--- src/rtl/sigencode_z_seq.sv ---
// Sequencer for the ML-DSA z-polynomial signature encoder: launches the encoder once per
// polynomial with strided source/destination addresses, with a per-polynomial watchdog.
`ifndef ABR_MEM_ADDR_WIDTH
`define ABR_MEM_ADDR_WIDTH 15
`endif

module sigencode_z_seq #(
    parameter int MEM_ADDR_WIDTH = `ABR_MEM_ADDR_WIDTH,
    parameter int MAX_POLYS      = 7,
    parameter int SRC_STRIDE     = 64,
    parameter int DEST_STRIDE    = 64,
    parameter int TIMEOUT_CYCLES = 64
) (
    input  logic                      clk,
    input  logic                      reset,
    input  logic                      zeroize,
    input  logic                      start,
    input  logic [2:0]                num_polys,
    input  logic [MEM_ADDR_WIDTH-1:0] src_base_addr,
    input  logic [MEM_ADDR_WIDTH-1:0] dest_base_addr,
    output logic                      busy,
    output logic                      done,
    output logic                      error,
    output logic [2:0]                poly_idx,
    output logic                      enc_enable,
    output logic [MEM_ADDR_WIDTH-1:0] enc_src_base_addr,
    output logic [MEM_ADDR_WIDTH-1:0] enc_dest_base_addr,
    input  logic                      enc_done
);

    typedef enum logic [1:0] {S_IDLE, S_LAUNCH, S_WAIT, S_FINISH} state_t;

    localparam int                        TW         = $clog2(TIMEOUT_CYCLES);
    localparam logic [TW-1:0]             TIMER_LAST = TW'(TIMEOUT_CYCLES - 1);
    localparam logic [MEM_ADDR_WIDTH-1:0] SRC_STEP   = MEM_ADDR_WIDTH'(SRC_STRIDE);
    localparam logic [MEM_ADDR_WIDTH-1:0] DEST_STEP  = MEM_ADDR_WIDTH'(DEST_STRIDE);

    state_t                    state_q, state_d;
    logic [2:0]                num_q, num_d;
    logic [TW-1:0]             timer_q, timer_d;
    logic                      error_d;
    logic [2:0]                poly_idx_d;
    logic [MEM_ADDR_WIDTH-1:0] src_d, dest_d;

    logic cmd_ok, last_poly, timed_out;

    assign cmd_ok    = (num_polys != 3'd0) && (int'(num_polys) <= MAX_POLYS);
    assign last_poly = (poly_idx + 3'd1) == num_q;
    assign timed_out = timer_q == TIMER_LAST;

    // NOTE: sequential state uses non-blocking assignments so every register samples
    // pre-edge values regardless of block evaluation order.
    always_ff @(posedge clk) begin
        if (reset || zeroize) begin
            state_q <= S_IDLE;
            num_q   <= 3'd0;
            timer_q <= '0;
        end else begin
            state_q <= state_d;
            num_q   <= num_d;
            timer_q <= timer_d;
        end
    end

    // NOTE: every variable assigned in a combinational block gets a default first,
    // otherwise an unassigned path infers a latch.
    always_comb begin
        state_d = state_q;
        unique case (state_q)
            S_IDLE:   if (start) state_d = cmd_ok ? S_LAUNCH : S_FINISH;
            S_LAUNCH: state_d = S_WAIT;
            S_WAIT: begin
                if (enc_done)       state_d = last_poly ? S_FINISH : S_LAUNCH;
                else if (timed_out) state_d = S_FINISH;
            end
            S_FINISH: state_d = S_IDLE;
            default:  state_d = S_IDLE;
        endcase
    end

    // Outputs are registered, so this computes their values for the state being entered.
    always_comb begin
        num_d      = num_q;
        timer_d    = timer_q;
        error_d    = error;
        poly_idx_d = poly_idx;
        src_d      = enc_src_base_addr;
        dest_d     = enc_dest_base_addr;
        unique case (state_q)
            S_IDLE: begin
                if (start) begin
                    if (cmd_ok) begin
                        num_d      = num_polys;
                        error_d    = 1'b0;
                        poly_idx_d = 3'd0;
                        src_d      = src_base_addr;
                        dest_d     = dest_base_addr;
                    end else begin
                        error_d = 1'b1;
                    end
                end
            end
            S_LAUNCH: timer_d = '0;
            S_WAIT: begin
                timer_d = timer_q + TW'(1);
                if (enc_done && !last_poly) begin
                    poly_idx_d = poly_idx + 3'd1;
                    src_d      = enc_src_base_addr + SRC_STEP;
                    dest_d     = enc_dest_base_addr + DEST_STEP;
                end else if (!enc_done && timed_out) begin
                    error_d = 1'b1;
                end
            end
            default: ;
        endcase
    end

    always_ff @(posedge clk) begin
        if (reset || zeroize) begin
            busy               <= 1'b0;
            done               <= 1'b0;
            error              <= 1'b0;
            poly_idx           <= 3'd0;
            enc_enable         <= 1'b0;
            enc_src_base_addr  <= '0;
            enc_dest_base_addr <= '0;
        end else begin
            busy               <= state_d != S_IDLE;
            done               <= state_d == S_FINISH;
            error              <= error_d;
            poly_idx           <= poly_idx_d;
            enc_enable         <= state_d == S_LAUNCH;
            enc_src_base_addr  <= src_d;
            enc_dest_base_addr <= dest_d;
        end
    end

endmodule
--- config.mk ---
export PLATFORM = sky130hd
export DESIGN_NAME = sigencode_z_seq
export DESIGN_NICKNAME = d
export VERILOG_FILES = /design/src/rtl/sigencode_z_seq.sv
export SDC_FILE = /design/constraint.sdc
export NUM_CORES = 1
export LEC_CHECK = 0
export ABC_AREA = 0
export CORE_UTILIZATION = 47
export CTS_BUF_LIST = sky130_fd_sc_hd__clkbuf_4 sky130_fd_sc_hd__clkbuf_8 sky130_fd_sc_hd__clkbuf_16
export CTS_CLUSTER_DIAMETER = 200
export DETAILED_ROUTE_END_ITERATION = 7
export PLACE_DENSITY = 0.77
export SYNTH_ARGS = -nofsm -noshare
export SYNTH_HDL_FRONTEND = slang
export SYNTH_SLANG_ARGS = --single-unit
--- constraint.sdc ---
create_clock -name clk -period 2.35 [get_ports clk]
set_clock_uncertainty 0.1 [all_clocks]
set_input_delay 0.3525 -clock clk [delete_from_list [all_inputs] [get_ports clk]]
set_output_delay 0.3525 -clock clk [all_outputs]
set_load 0.05 [all_outputs]
==> results.sh <==
export IMPL_first_pass_iters=4
export IMPL_antenna_found_initial=0
export IMPL_final_area_um2=3537
export IMPL_cellPowerDensity_nw_per_um2=523.2
export IMPL_min_period_ns=2.082
export IMPL_die_x_um=75.79
export IMPL_critPathRequiredTime_ns=1.90
export IMPL_postSynthAreaPerCell_um2=8.644
export IMPL_drc=0
export IMPL_regArea_um2=960.9
export IMPL_worst_setup_path_end_kind="primary output"
export IMPL_finalHoldViolations=0
export IMPL_nFillCells=430
export IMPL_synthFlopType="dfxtp_1"
export IMPL_min_from="num_q[1]"
export IMPL_vdd_drop_max_v=0.0003789
export IMPL_drv_cap=0
export IMPL_status="completed"
export IMPL_io_pins=75
export IMPL_groute_usage_overall_pct=23.76
export IMPL_yosysSeqAreaShare_pct=37.56
export IMPL_synth_cells=296
export IMPL_period_share_pct=88.60
export IMPL_drive_above_1_share_pct=13.19
export IMPL_netlist_area_um2=2559
export IMPL_ys_warn_count=0
export IMPL_start_kind="register"
export IMPL_clock_fmax_mhz=480.3
export IMPL_finalWeightedCongestion=0.7871
export IMPL_slew_headroom_pct=52.03
export IMPL_vias_per_cell=5.731
export IMPL_cts_buffer_depth=2
export IMPL_numPortBuffers=74
export IMPL_crit_buf_inv=1
export IMPL_start_util_pct=49.47
export IMPL_routed_wl_um=6753
export IMPL_synth_fp_nets=341
export IMPL_synthDistinctLibCells=53
export IMPL_hpwlAfterDp_um=4700
export IMPL_whs_ns=0.3752
export IMPL_fin_nets=423
export IMPL_cp_cell_sequence="clkdlybuf4s50_1"
export IMPL_slew_violations=0
export IMPL_cts_root_buf="clkbuf_8"
export IMPL_dr_first_iter_drc_count=206
export IMPL_crit_type="reg -> out"
export IMPL_p_leak_nw=1.247
export IMPL_core_um2=5172
export IMPL_synth_edff_count=0
export IMPL_yosysTopAreaCellShare_pct=37.56
export IMPL_die_y_um=75.79
export IMPL_dieArea_um2=5743
export IMPL_tightest_slew_ns=0.7188
export IMPL_htree_levels=2
export IMPL_setup_viol_count_final=0
export IMPL_cp_slowest_cell="clkdlybuf4s50_1"
export IMPL_synthTopCellsByArea="dfxtp_1 38%, a21oi_1 5.1%, nand2_1 4.3%, and4_1 4.1%, a211oi_2 3.4%"
export IMPL_clk_pin_slew_ns=0.08
export IMPL_ys_seq_elements=48
export IMPL_clk_latency_ns=0.31
export IMPL_globalRouteOverflowTotal=0
export IMPL_fin_util_pct=68.38
export IMPL_multiInputGateArea_um2=1460
export IMPL_holdCritPathClass="reg -> reg"
export IMPL_detail_route_antenna_nets=0
export IMPL_cts_buffers=5
export IMPL_placementRows=26
export IMPL_cts_num_sinks=48
export IMPL_place_area_um2=3442
export IMPL_routedWlPerCell_um=15.04
export IMPL_grt_pass1_vias=2271
export IMPL_cts_hold_buf=0
export IMPL_num_vias=2573
export IMPL_timing_critical_path_from="enc_dest_base_addr[10]"
export IMPL_areaGrowthSynthToFinish_pct=38.24
export IMPL_critPathTopFamily="buffers and inverters"
export IMPL_total_power_mw=1.850
export IMPL_cts_setup_buffers=0
export IMPL_async_flop_share_pct=0
export IMPL_grt_pass1_wl_um=10470
export IMPL_rsz0062_at_grt="no"
export IMPL_grt_max_degree=37
export IMPL_yosys_area_top_type="dfxtp_1"
export IMPL_fin_tns_setup_ns=0
export IMPL_worst_r2r_startpoint="poly_idx[1]"
export IMPL_max_stage_delay_ns=0.85
export IMPL_cp_arrival_ns=1.63
export IMPL_cts_tree="built"
export IMPL_antennaDiodeCount=0
export IMPL_crit_path_max_fanout=7
-- metal layers --
layer	share of wire, %	global-route usage, %
met5	0	0
met2	48	38.45
met3	4.1	3.968
met4	1.6	8.436
met1	46	31.93
-- worst paths after layout --
check | to | slack, ns | cells past startpoint
max | enc_dest_base_addr[10] | 0.27 | 1
min | num_q[1] | 0.38 | 2
max reg2reg | enc_src_base_addr[9] | 0.31 | 5
min reg2reg | num_q[1] | 0.38 | 2
-- cell usage in the layout, fill, tap and decap left out, drive strengths merged, types with 2 or more instances in the layout --
master	netlist	routed
inv	8	8
o21ai	17	17
nand2b	2	2
clkdlybuf4s50	0	74
nand2	29	29
or3	2	2
nor4	4	4
o41ai	2	2
o22ai	4	4
or2	2	2
o31ai	7	7
a31o	5	5
mux2i	3	3
xor2	4	4
nor2b	5	5
clkinv	0	2
nor2	23	23
o311ai	6	6
ha	7	7
a211oi	9	9
a21oi	26	26
nand3	12	12
dfxtp	48	48
clkbuf	16	6
o2bb2ai	2	2
and4	12	12
o21a	2	2
nand4	7	7
buf	5	22
a31oi	11	11
-- cell type report --
class | count | area share, %
Tap cell | 70 | 2.476
Clock buffer | 6 | 2.335
Timing Repair Buffer | 96 | 25.61
Clock inverter | 2 | 0.2830
Sequential cell | 48 | 27.17
Inverter | 8 | 0.8490
Multi-Input combinational cell | 219 | 41.28
-- state kept, by name, indices dropped and copies added, names as in the netlist, 2 cells and up --
signal / flops
enc_dest_base_addr: 15
enc_src_base_addr: 15
num_q: 3
poly_idx: 3
timer_q: 6
state_q: 2
-- stage by stage --
| step | cells | setup slack (ns) |
|---|---|---|
| after floorplan | 296 | 0.04341 |
| after global placement | 441 | -0.03763 |
| after detailed placement | 441 | -0.06915 |
| after CTS | 449 | 0.2562 |
| after global routing | 449 | 0.1966 |
| final | 449 | 0.2680 |
-- cells in the mapped netlist, types with 4 or more instances --
master and number:
nor2b_1 5, xor2_1 4, nand4_1 7, nor2_1 22, a21oi_1 26, clkbuf_1 16, o21ai_0 14, a211oi_2 7
a31oi_1 11, inv_1 7, nand2_1 29, and4_1 12, o311ai_1 5, o31ai_1 7, nand3_1 12, buf_6 4
o22ai_1 4, nor4_1 4, dfxtp_1 48, ha_1 7
-- cells by family after synthesis --
group / after synthesis / synth area share (%)
AOI/OAI and AO/OA: 100 / 28.61
xor gates and xnor gates: 6 / 2.640
buffers and inverters: 29 / 5.477
adders and majority gates: 7 / 3.423
and+or+nand+nor: 103 / 21.12
muxes: 3 / 1.174
DFF: 48 / 37.55
-- report_power, final --
group          total [mW]  leakage [nW]  internal (mW)  switching [mW]
sequential          0.869         0.390          0.843          0.0266
combinational       0.464         0.806          0.197           0.267
clock               0.517        0.0510          0.235           0.282
-- timing repair --
item | 4_1_cts | 5_1_grt
setup endpoints to repair | 10 | 0
endpoints found under the hold margin | 0 | 0
resized for setup | 1 | 0
Power figures use the tool's default switching activity.
